**config.mk**
```make
export PLATFORM = sky130hd
export DESIGN_NAME = sipo_deserializer
export DESIGN_NICKNAME = d
export VERILOG_FILES = /design/src/rtl/sipo_deserializer.sv
export SDC_FILE = /design/constraint.sdc
export NUM_CORES = 1
export LEC_CHECK = 0
export BUFFER_PORTS_ARGS = -buffer_cell sky130_fd_sc_hd__buf_2
export CORE_AREA = 2 2 39 41
export DETAILED_ROUTE_END_ITERATION = 10
export DIE_AREA = 0 0 41 43
export PLACE_DENSITY = 0.67
export SYNTH_ARGS = -nofsm -noshare
export SYNTH_HDL_FRONTEND = slang
export SYNTH_SLANG_ARGS = --single-unit
```
**constraint.sdc**
```tcl
create_clock -name clk -period 1.7 [get_ports clk]
set_clock_uncertainty 0.1 [all_clocks]
set_input_delay 0.255 -clock clk [delete_from_list [all_inputs] [get_ports clk]]
set_output_delay 0.255 -clock clk [all_outputs]
set_load 0.1 [all_outputs]
```
**src/rtl/sipo_deserializer.sv**
```systemverilog
// sipo_deserializer: LSB-first serial-to-parallel receiver with a one-word holding register.
// Define PARITY_CHECK_EN to append an even-parity bit to every frame and report errors.
module sipo_deserializer #(
  parameter int WIDTH = 4
) (
  input  logic             clk,
  input  logic             reset,
  input  logic             serial_i,
  input  logic             valid_i,
  input  logic             clr_i,
  output logic [WIDTH-1:0] parallel_o,
  output logic             valid_o,
  input  logic             ready_i,
  output logic             busy_o,
  output logic             overrun_o,
  output logic             parity_err_o
);
  localparam int CW = $clog2(WIDTH + 1);
`ifdef PARITY_CHECK_EN
  localparam int FRAME_LEN = WIDTH + 1;
`else
  localparam int FRAME_LEN = WIDTH;
`endif
  localparam logic [CW-1:0] LAST_BIT = CW'(FRAME_LEN - 1);
  localparam logic [CW-1:0] CNT_ONE  = {{(CW-1){1'b0}}, 1'b1};
  localparam logic [CW-1:0] CNT_ZERO = {CW{1'b0}};

  typedef enum logic {IDLE = 1'b0, SHIFT = 1'b1} state_t;

  state_t           state_q, state_d;
  logic [CW-1:0]    cnt_q, cnt_d;
  logic [WIDTH-1:0] sr_q, sr_d;
  logic [WIDTH-1:0] par_q, par_d;
  logic             valid_q, valid_d;
  logic             ovr_q, ovr_d;
  logic [WIDTH-1:0] shifted;
  logic [WIDTH-1:0] word;
  logic             completing;
  logic             hold_free;

`ifdef PARITY_CHECK_EN
  localparam logic [CW-1:0] DATA_BITS = CW'(WIDTH);
  logic perr_q, perr_d;

  // Returns 1 when data plus parity bit do not form even parity.
  function automatic logic parity_bad(input logic [WIDTH-1:0] data, input logic pbit);
    return (^data) ^ pbit;
  endfunction
`endif

  // Next-state logic: bit collection, completion hand-off and holding-register drain.
  always_comb begin
    state_d    = state_q;
    cnt_d      = cnt_q;
    sr_d       = sr_q;
    par_d      = par_q;
    valid_d    = valid_q & ~ready_i;
    ovr_d      = 1'b0;
    shifted    = {serial_i, sr_q[WIDTH-1:1]};
    hold_free  = ~valid_q | ready_i;
    completing = valid_i & ~clr_i & (cnt_q == LAST_BIT);
`ifdef PARITY_CHECK_EN
    perr_d = 1'b0;
    word   = sr_q;
`else
    word   = shifted;
`endif

    if (clr_i) begin
      state_d = IDLE;
      cnt_d   = CNT_ZERO;
    end else if (valid_i) begin
`ifdef PARITY_CHECK_EN
      // The trailing parity bit is checked but never shifted into the data word.
      if (cnt_q < DATA_BITS) begin
        sr_d = shifted;
      end else begin
        sr_d = sr_q;
      end
`else
      sr_d = shifted;
`endif
      case (state_q)
        IDLE: begin
          state_d = SHIFT;
          cnt_d   = cnt_q + CNT_ONE;
        end
        SHIFT: begin
          if (completing) begin
            state_d = IDLE;
            cnt_d   = CNT_ZERO;
          end else begin
            state_d = SHIFT;
            cnt_d   = cnt_q + CNT_ONE;
          end
        end
        default: begin
          state_d = IDLE;
          cnt_d   = CNT_ZERO;
        end
      endcase
      if (completing) begin
        if (hold_free) begin
          par_d   = word;
          valid_d = 1'b1;
        end else begin
          ovr_d   = 1'b1;
        end
`ifdef PARITY_CHECK_EN
        perr_d = parity_bad(sr_q, serial_i);
`endif
      end else begin
        ovr_d = 1'b0;
      end
    end else begin
      state_d = state_q;
      cnt_d   = cnt_q;
    end
  end

  // State registers with synchronous reset.
  always_ff @(posedge clk) begin
    if (reset) begin
      state_q <= IDLE;
      cnt_q   <= CNT_ZERO;
      sr_q    <= {WIDTH{1'b0}};
      par_q   <= {WIDTH{1'b0}};
      valid_q <= 1'b0;
      ovr_q   <= 1'b0;
`ifdef PARITY_CHECK_EN
      perr_q  <= 1'b0;
`endif
    end else begin
      state_q <= state_d;
      cnt_q   <= cnt_d;
      sr_q    <= sr_d;
      par_q   <= par_d;
      valid_q <= valid_d;
      ovr_q   <= ovr_d;
`ifdef PARITY_CHECK_EN
      perr_q  <= perr_d;
`endif
    end
  end

  assign parallel_o = par_q;
  assign valid_o    = valid_q;
  assign busy_o     = (cnt_q != CNT_ZERO);
  assign overrun_o  = ovr_q;
`ifdef PARITY_CHECK_EN
  assign parity_err_o = perr_q;
`else
  assign parity_err_o = 1'b0;
`endif

endmodule
```
==> results.md, run 1 <==
* Hold Crit Class: input port to flop
* Cts bufs inserted at 3
* Area grow syn2layout at 18.6%
* Origin of the worst setup path: cnt_q[0]
* Critical path's slowest cell: dfxtp_2
* Delay-heaviest family, CP: flip-flops
* Std-Cell Core Area at approximately 0.0014 sq mm
* Clock root buffer: clkbuf_4
* Proportion of synthesized flip-flops having asynchronous set or reset at 0
* Power dissipated by switching net loads at approximately 0.14 mW
* Number of failing setup endpoints in the final timing report at 0
* Fraction of power spent switching nets at 0.253
* Ratio of routed vias to standard cells at between 4 and 5
* Wire length of the first global-routing pass at about 1.5 mm
* Inserted Diodes at 0
* Critical-path maximum fanout at 4
* Crit end category: output port
* Area share of the largest cell type after synthesis at 0.449
* Post-Route Setup TNS at 0 ns
* Sequential share of the synthesized area at 0.449
* Initial Util at 0.419
* Cell count of the worst reg-to-reg path at 6
* Number of buffers on the longest clock path at 2
* Max_cap viols at 0
* Placed Instances at 85
* Initial antenna violation count at 0
* Number of buffers inserted for hold repair after clock tree synthesis at 0
* Largest net degree at the start of global routing at 18
* Clk_lat worst skew at between 0.2 and 0.3 ns
* Reg-to-reg endpoint: parallel_o[2]
* Cell Chain, Critical Path: inv_1 > ha_1 > nand2_1 > buf_12
* Cell count after synthesis at 60
* CTS clk-pin slew, worst paths at approximately 0.08 ns
* IO Pins at 14
* Total clock sinks at 13
* Total via count in the routed design at between 400 and 500
* Routed Antenna Nets at 0
* Clock power frac at 0.340
* Final-report hold violation count at 0
* Total gr overflow at 0
* Setup bufs post-CTS at 0
* Highest attainable clock frequency at around 0.67 GHz
* Largest area contributor in the synthesized netlist: dfxtp_1
* Fraction of final layout cells with drive strength greater than 1 at 0.247
* Critical path buffer and inverter count at 2
* H-tree depth at 1
* Most common cell in the netlist: dfxtp_1
* Final cell utilization of the core at 0.496
* Tcrit/Tclk final at 0.884
* Most area-consuming cells after synthesis: dfxtp_1 45%, mux2i_1 17%, nand2b_1 9.7%, ha_1 6.5%, nor3_1 4.3%
* Number of distinct library cells after synthesis at 18
* Element type at the critical path start: flop
* Cell Area, Synth at 579 sq um
* Worst vdd rail ir drop at roughly 0.00033 V
* Die Y-Extent at 43 microns
* Net count, final at 83
* Width of the die at slightly above 40 microns
* Via count of the first global-routing pass at between 300 and 400
* Result of the run: finished clean
* Non-filler instance count after layout at approximately 90
* Post-layout minimum cycle time at 1.50 ns
* DRC violations left at 0
* Share of total power in combinational logic at 0.108
* Worst path depth at 4
* Internal Power at 0.422 mW
* Count of state elements after synthesis at 13
* Ys flop type: dfxtp_1
* Critical Path RT at between 1 and 1.5 ns
* Share of power burned in registers at 0.553
* Number of detailed-routing iterations run before antenna repair at 4
* Crit path kind: flop to output port
* Warning count from the yosys run at 0
* Average wire per standard cell at roughly 9.6 microns
* Max-slew violation count at 0
* RSZ-0062 raised after global routing: no
* Static leakage power at 0.294 nW
* Syn Area/Cell at approximately 9.7 sq um
* Post-synth top cells: 13 x dfxtp_1, 10 x mux2i_1, 9 x nand2b_1
* I/O Buffers at 12
* Drt first-iter violations at 5
* Data arrival at the endpoint of the critical path at 1.15 ns
* Fill count at 139
* Row count at 14
* Post-Route WL at ~850 microns
* Die ar. at 0.00176 sq mm
* Final estimated routing congestion in global placement at just under 0.7
* Peak per-stage delay on the critical path at ~0.35 ns
* Fin Hold WS at 0.110 ns
* Power Density at a little over 800 mW/mm^2
* Global router's overall resource usage at 0.133
* Last element of the critical path: busy_o
* Launch point of the worst reg-to-reg path: cnt_q[1]
* Number of enable flip-flop cells after synthesis at 0
* DP HPWL at ~630 microns
* TritonCTS clock tree: done
* Syn Nets at 69
* Setup slack of the most critical reg-to-reg path at 0.26 ns
==> how the worst min path moves through the flow <==
stage | end | startpoint | cells after the start | slack, ns
after detailed placement | parallel_o[3] | parallel_o[3] | 2 | 0.37
after global routing | cnt_q[2] | clr_i | 2 | 0.12
after global placement | parallel_o[1] | parallel_o[1] | 2 | 0.36
after CTS | state_q | clr_i | 2 | 0.11
final | cnt_q[0] | clr_i | 2 | 0.11
after floorplan | state_q | clr_i | 1 | 0.23
==> state kept, by name, summed over array words and instances (netlist names) <==
register / count
cnt_q: 3
state_q: 1
sr_q: 3
valid_o: 1
parallel_o: 4
overrun_o: 1
==> placed cells by master (no fill, tap or decap) <==
cell type,instances
inv_1,3
nand2_1,1
nand3_1,1
a21oi_1,3
nor3_1,5
clkbuf_4,3
nand3b_1,1
o21ai_0,1
nor2_1,3
nor2b_1,1
buf_12,1
dfxtp_2,2
buf_2,11
clkbuf_1,1
mux2i_1,10
ha_1,3
nand2b_1,9
dfxtp_1,11
conb_1,1
and2b_1,1
buf_4,1
==> area by class of cell <==
| cell class | instances | area [sq um] | share of cell area |
|---|---|---|---|
| flip-flops and latches | 13 | 263 | 0.383 |
| well taps | 16 | 20.0 | 0.0291 |
| multi-input cells | 40 | 284 | 0.413 |
| inverters | 3 | 11.3 | 0.0164 |
| repair buffers | 13 | 82.6 | 0.120 |
| clock buffers | 4 | 26.3 | 0.0383 |
==> power groups by stage <==
| stage | logic [mW] | clock network (mW) | registers, mW |
|---|---|---|---|
| after floorplan | 0.0467 | 0 | 0.319 |
| after global placement | 0.0610 | 0 | 0.319 |
| after detailed placement | 0.0615 | 0 | 0.319 |
| after CTS | 0.0616 | 0.202 | 0.312 |
| after global routing | 0.0672 | 0.211 | 0.313 |
| final | 0.0609 | 0.192 | 0.312 |
==> stage by stage <==
step	setup WS [ns]	instance area [sq um]	power [mW]
after floorplan	0.129	581	0.366
final	0.198	687	0.565
after global routing	0.0421	687	0.592
after detailed placement	0.238	659	0.381
after CTS	0.145	686	0.576
after global placement	0.246	659	0.380
==> worst register-to-register path, stage by stage, from the launching register on <==
cell and delay (ns):
dfxtp_1 0.35, ha_1 0.16, ha_1 0.19, nand3b_1 0.12
nor2b_1 0.12, buf_4 0.15, mux2i_1 0.18
==> timing repair <==
item / CTS / global route
gates resized for setup: 0 / 1
hold endpoints to repair: 0 / 0
endpoints found under the setup margin: 0 / 2
==> metal layers <==
metal | up-vias | global-route usage | part of all wire
met5 | - | 0 | 0
met4 | 0 | 0.140 | 0.054
met3 | 5 | 0.0471 | 0.040
met2 | 11 | 0.163 | 0.43
met1 | 178 | 0.162 | 0.48
li1 | 219 | - | -
==> kinds of logic (layout without fill, tap and decap cells) <==
kind of cell / after synthesis / count (layout) / share of synthesized area
fa+ha+maj: 3 / 3 / 0.0648
other cells: 1 / 1 / 0.00647
flops: 13 / 13 / 0.449
compound gates: 4 / 4 / 0.0345
mux: 10 / 10 / 0.173
buf+inv: 7 / 20 / 0.0605
simple gates: 22 / 22 / 0.212
(Power assumes the default switching activity.)
==> run 2, diff against run 1 <==
--- a/config.mk
+++ b/config.mk
@@ -7,6 +7,7 @@
 export LEC_CHECK = 0
 export BUFFER_PORTS_ARGS = -buffer_cell sky130_fd_sc_hd__buf_2
 export CORE_AREA = 2 2 39 41
+export CTS_BUF_LIST = sky130_fd_sc_hd__clkbuf_16
 export DETAILED_ROUTE_END_ITERATION = 10
 export DIE_AREA = 0 0 41 43
 export PLACE_DENSITY = 0.67
==> run 2 against run 1 <==
Cell area rose by 7.5%. Register-to-register slack worse by 0.05 ns. Worst setup slack worse by 0.0030 ns. Global-route usage up 0.50 points. Critical path type unchanged. Critical endpoint unchanged. Largest cell class unchanged.
==> results.md, run 2 (same netlist as run 1, synthesis figures left out) <==
* Result of the run: finished clean
* Global router's overall resource usage at 0.138 (+0.00504)
* Share of total power in combinational logic at 0.077 (-0.031)
* Clk_lat worst skew at 0.24 ns (-0.04 ns)
* Number of buffers on the longest clock path at 2 (unchanged)
* Worst vdd rail ir drop at 0.000572 V (+75%)
* Worst Min Path Start: clr_i
* Element type at the critical path start: flop
* Net count, final at 83 (unchanged)
* Critical-path maximum fanout at 4 (unchanged)
* # resized after CTS at 0 (unchanged)
* Via count of the first global-routing pass at 381 (+4.1%)
* Number of detailed-routing iterations run before antenna repair at 3 (-1)
* Fraction of power spent switching nets at 0.202 (-0.0511)
* Row count at 14 (unchanged)
* Ratio of routed vias to standard cells at 4.72 (+1.7%)
* Die ar. at 0.00176 sq mm (unchanged)
* Static leakage power at 0.321 nW (+9.2%)
* Post-Route WL at 925 microns (+8.7%)
* Reg-to-reg endpoint: parallel_o[2]
* Post-layout minimum cycle time at 1.51 ns (+0.00300 ns)
* Crit path kind: flop to output port
* Wire length of the first global-routing pass at 1.59 mm (+6.9%)
* DP HPWL at 626 microns (unchanged)
* Placed Instances at 85 (unchanged)
* Area grow syn2layout at 27.4%
* Number of failing setup endpoints in the final timing report at 0 (unchanged)
* Setup slack of the most critical reg-to-reg path at 0.21 ns (-0.05 ns)
* Data arrival at the endpoint of the critical path at 1.15 ns (about the same)
* TritonCTS clock tree: done
* Cell count of the worst reg-to-reg path at 6 (unchanged)
* Inserted Diodes at 0 (unchanged)
* H-tree depth at 1 (unchanged)
* Max-slew violation count at 0 (unchanged)
* Clock root buffer: clkbuf_16
* IO Pins at 14 (unchanged)
* Internal Power at 0.642 mW (+52%)
* Total non-filler cell area in the finished layout at 738 sq um (+7.5%)
* Drt first-iter violations at 3 (-2)
* Total clock sinks at 13 (unchanged)
* DRC violations left at 0 (unchanged)
* Highest attainable clock frequency at 0.664 GHz (-0.20%)
* Origin of the worst setup path: cnt_q[0]
* Routed Antenna Nets at 0 (unchanged)
* Tcrit/Tclk final at 0.885 (+0.00176)
* Final-report hold violation count at 0 (unchanged)
* I/O Buffers at 12 (unchanged)
* Power Density at 1090 mW/mm^2 (+32%)
* Hold Path Cell Cnt at 2 (unchanged)
* Total via count in the routed design at 420 (+1.7%)
* Crit end category: output port
* Width of the die at 41 microns (unchanged)
* Hold Crit Class: input port to flop
* Max_cap viols at 0 (unchanged)
* Final cell utilization of the core at 0.533 (+0.0371)
* Power dissipated by switching net loads at 0.162 mW (+14%)
* RSZ-0062 raised after global routing: no
* Top library cells by usage in the layout, fill and taps aside: 12 x dfxtp_1, 11 x buf_2, 10 x mux2i_1, 9 x nand2b_1, 5 x nor3_1
* Largest register FFs at 4 (unchanged)
* Initial Util at 0.419 (unchanged)
* Fill count at 130 (-6.5%)
* Die Y-Extent at 43 microns (unchanged)
* Share of power burned in registers at 0.391 (-0.162)
* Average wire per standard cell at 10.4 microns (+8.7%)
* Cts bufs inserted at 3 (unchanged)
* End point of the worst hold path: state_q
* Fraction of final layout cells with drive strength greater than 1 at 0.233 (-0.0137)
* Post-Route Setup TNS at 0 ns (unchanged)
* CTS clk-pin slew, worst paths at 0.04 ns (-0.04 ns)
* Number of buffers inserted for hold repair after clock tree synthesis at 0 (unchanged)
* Std-Cell Core Area at 0.00138 sq mm (unchanged)
* Fin Hold WS at 0.167 ns (+0.0567 ns)
* Final estimated routing congestion in global placement at 0.691 (unchanged)
* Placed instance area at 659 sq um (unchanged)
* Clock power frac at 0.532 (+0.192)
* Launch point of the worst reg-to-reg path: cnt_q[0]
* Total gr overflow at 0 (unchanged)
* Critical Path RT at 1.34 ns (about the same)
* Largest net degree at the start of global routing at 18 (unchanged)
* Setup bufs post-CTS at 0 (unchanged)
* Initial antenna violation count at 0 (unchanged)
* Non-filler instance count after layout at 89 (unchanged)
* Most frequent standard cell in the layout excluding fill and tap cells: dfxtp_1
## run 2: routing by layer
layer / wire [microns] / global-route usage / vias up / part of all wire
met2: 432 / 0.178 / 9 / 0.47
met5: 0 / 0 / - / 0
met4: 28 / 0.100 / 0 / 0.030
li1: - / - / 222 / -
met1: 434 / 0.182 / 185 / 0.47
met3: 30 / 0.0471 / 4 / 0.032
## run 2: worst max path at each step
stage,depth (start not counted),to
floorplan,3,busy_o
global placement,6,parallel_o[0]
detailed placement,6,parallel_o[2]
CTS,4,busy_o
global route,6,parallel_o[2]
finish,4,busy_o
## run 2: power groups by stage
stage,logic [mW],clock network [mW],registers [mW]
after floorplan,0.0467,0,0.319
after global placement,0.0610,0,0.319
after detailed placement,0.0615,0,0.319
after CTS,0.0622,0.437,0.314
after global routing,0.0676,0.452,0.315
final,0.0618,0.428,0.314
## run 2: layout make-up
cell class                      count  area, sq um  share of cell area
Clock buffer                        3         75.1               0.102
Clock inverter                      1         3.75             0.00508
Inverter                            3         11.3              0.0153
Multi-Input combinational cell     40          284               0.385
Sequential cell                    13          262               0.354
Tap cell                           16         20.0              0.0271
Timing Repair Buffer               13         82.6               0.112
## run 2: stage by stage
step	total power, mW	worst slack, ns
2_1_floorplan	0.366	0.129
3_3_place_gp	0.380	0.246
3_5_place_dp	0.381	0.238
4_1_cts	0.814	0.199
5_1_grt	0.834	0.0135
6_report	0.804	0.195
## run 2: critical path, stage by stage (launching register included)
cell     delay (ns)
dfxtp_1        0.38
inv_1          0.06
ha_1           0.19
nand2_1        0.10
buf_12         0.18
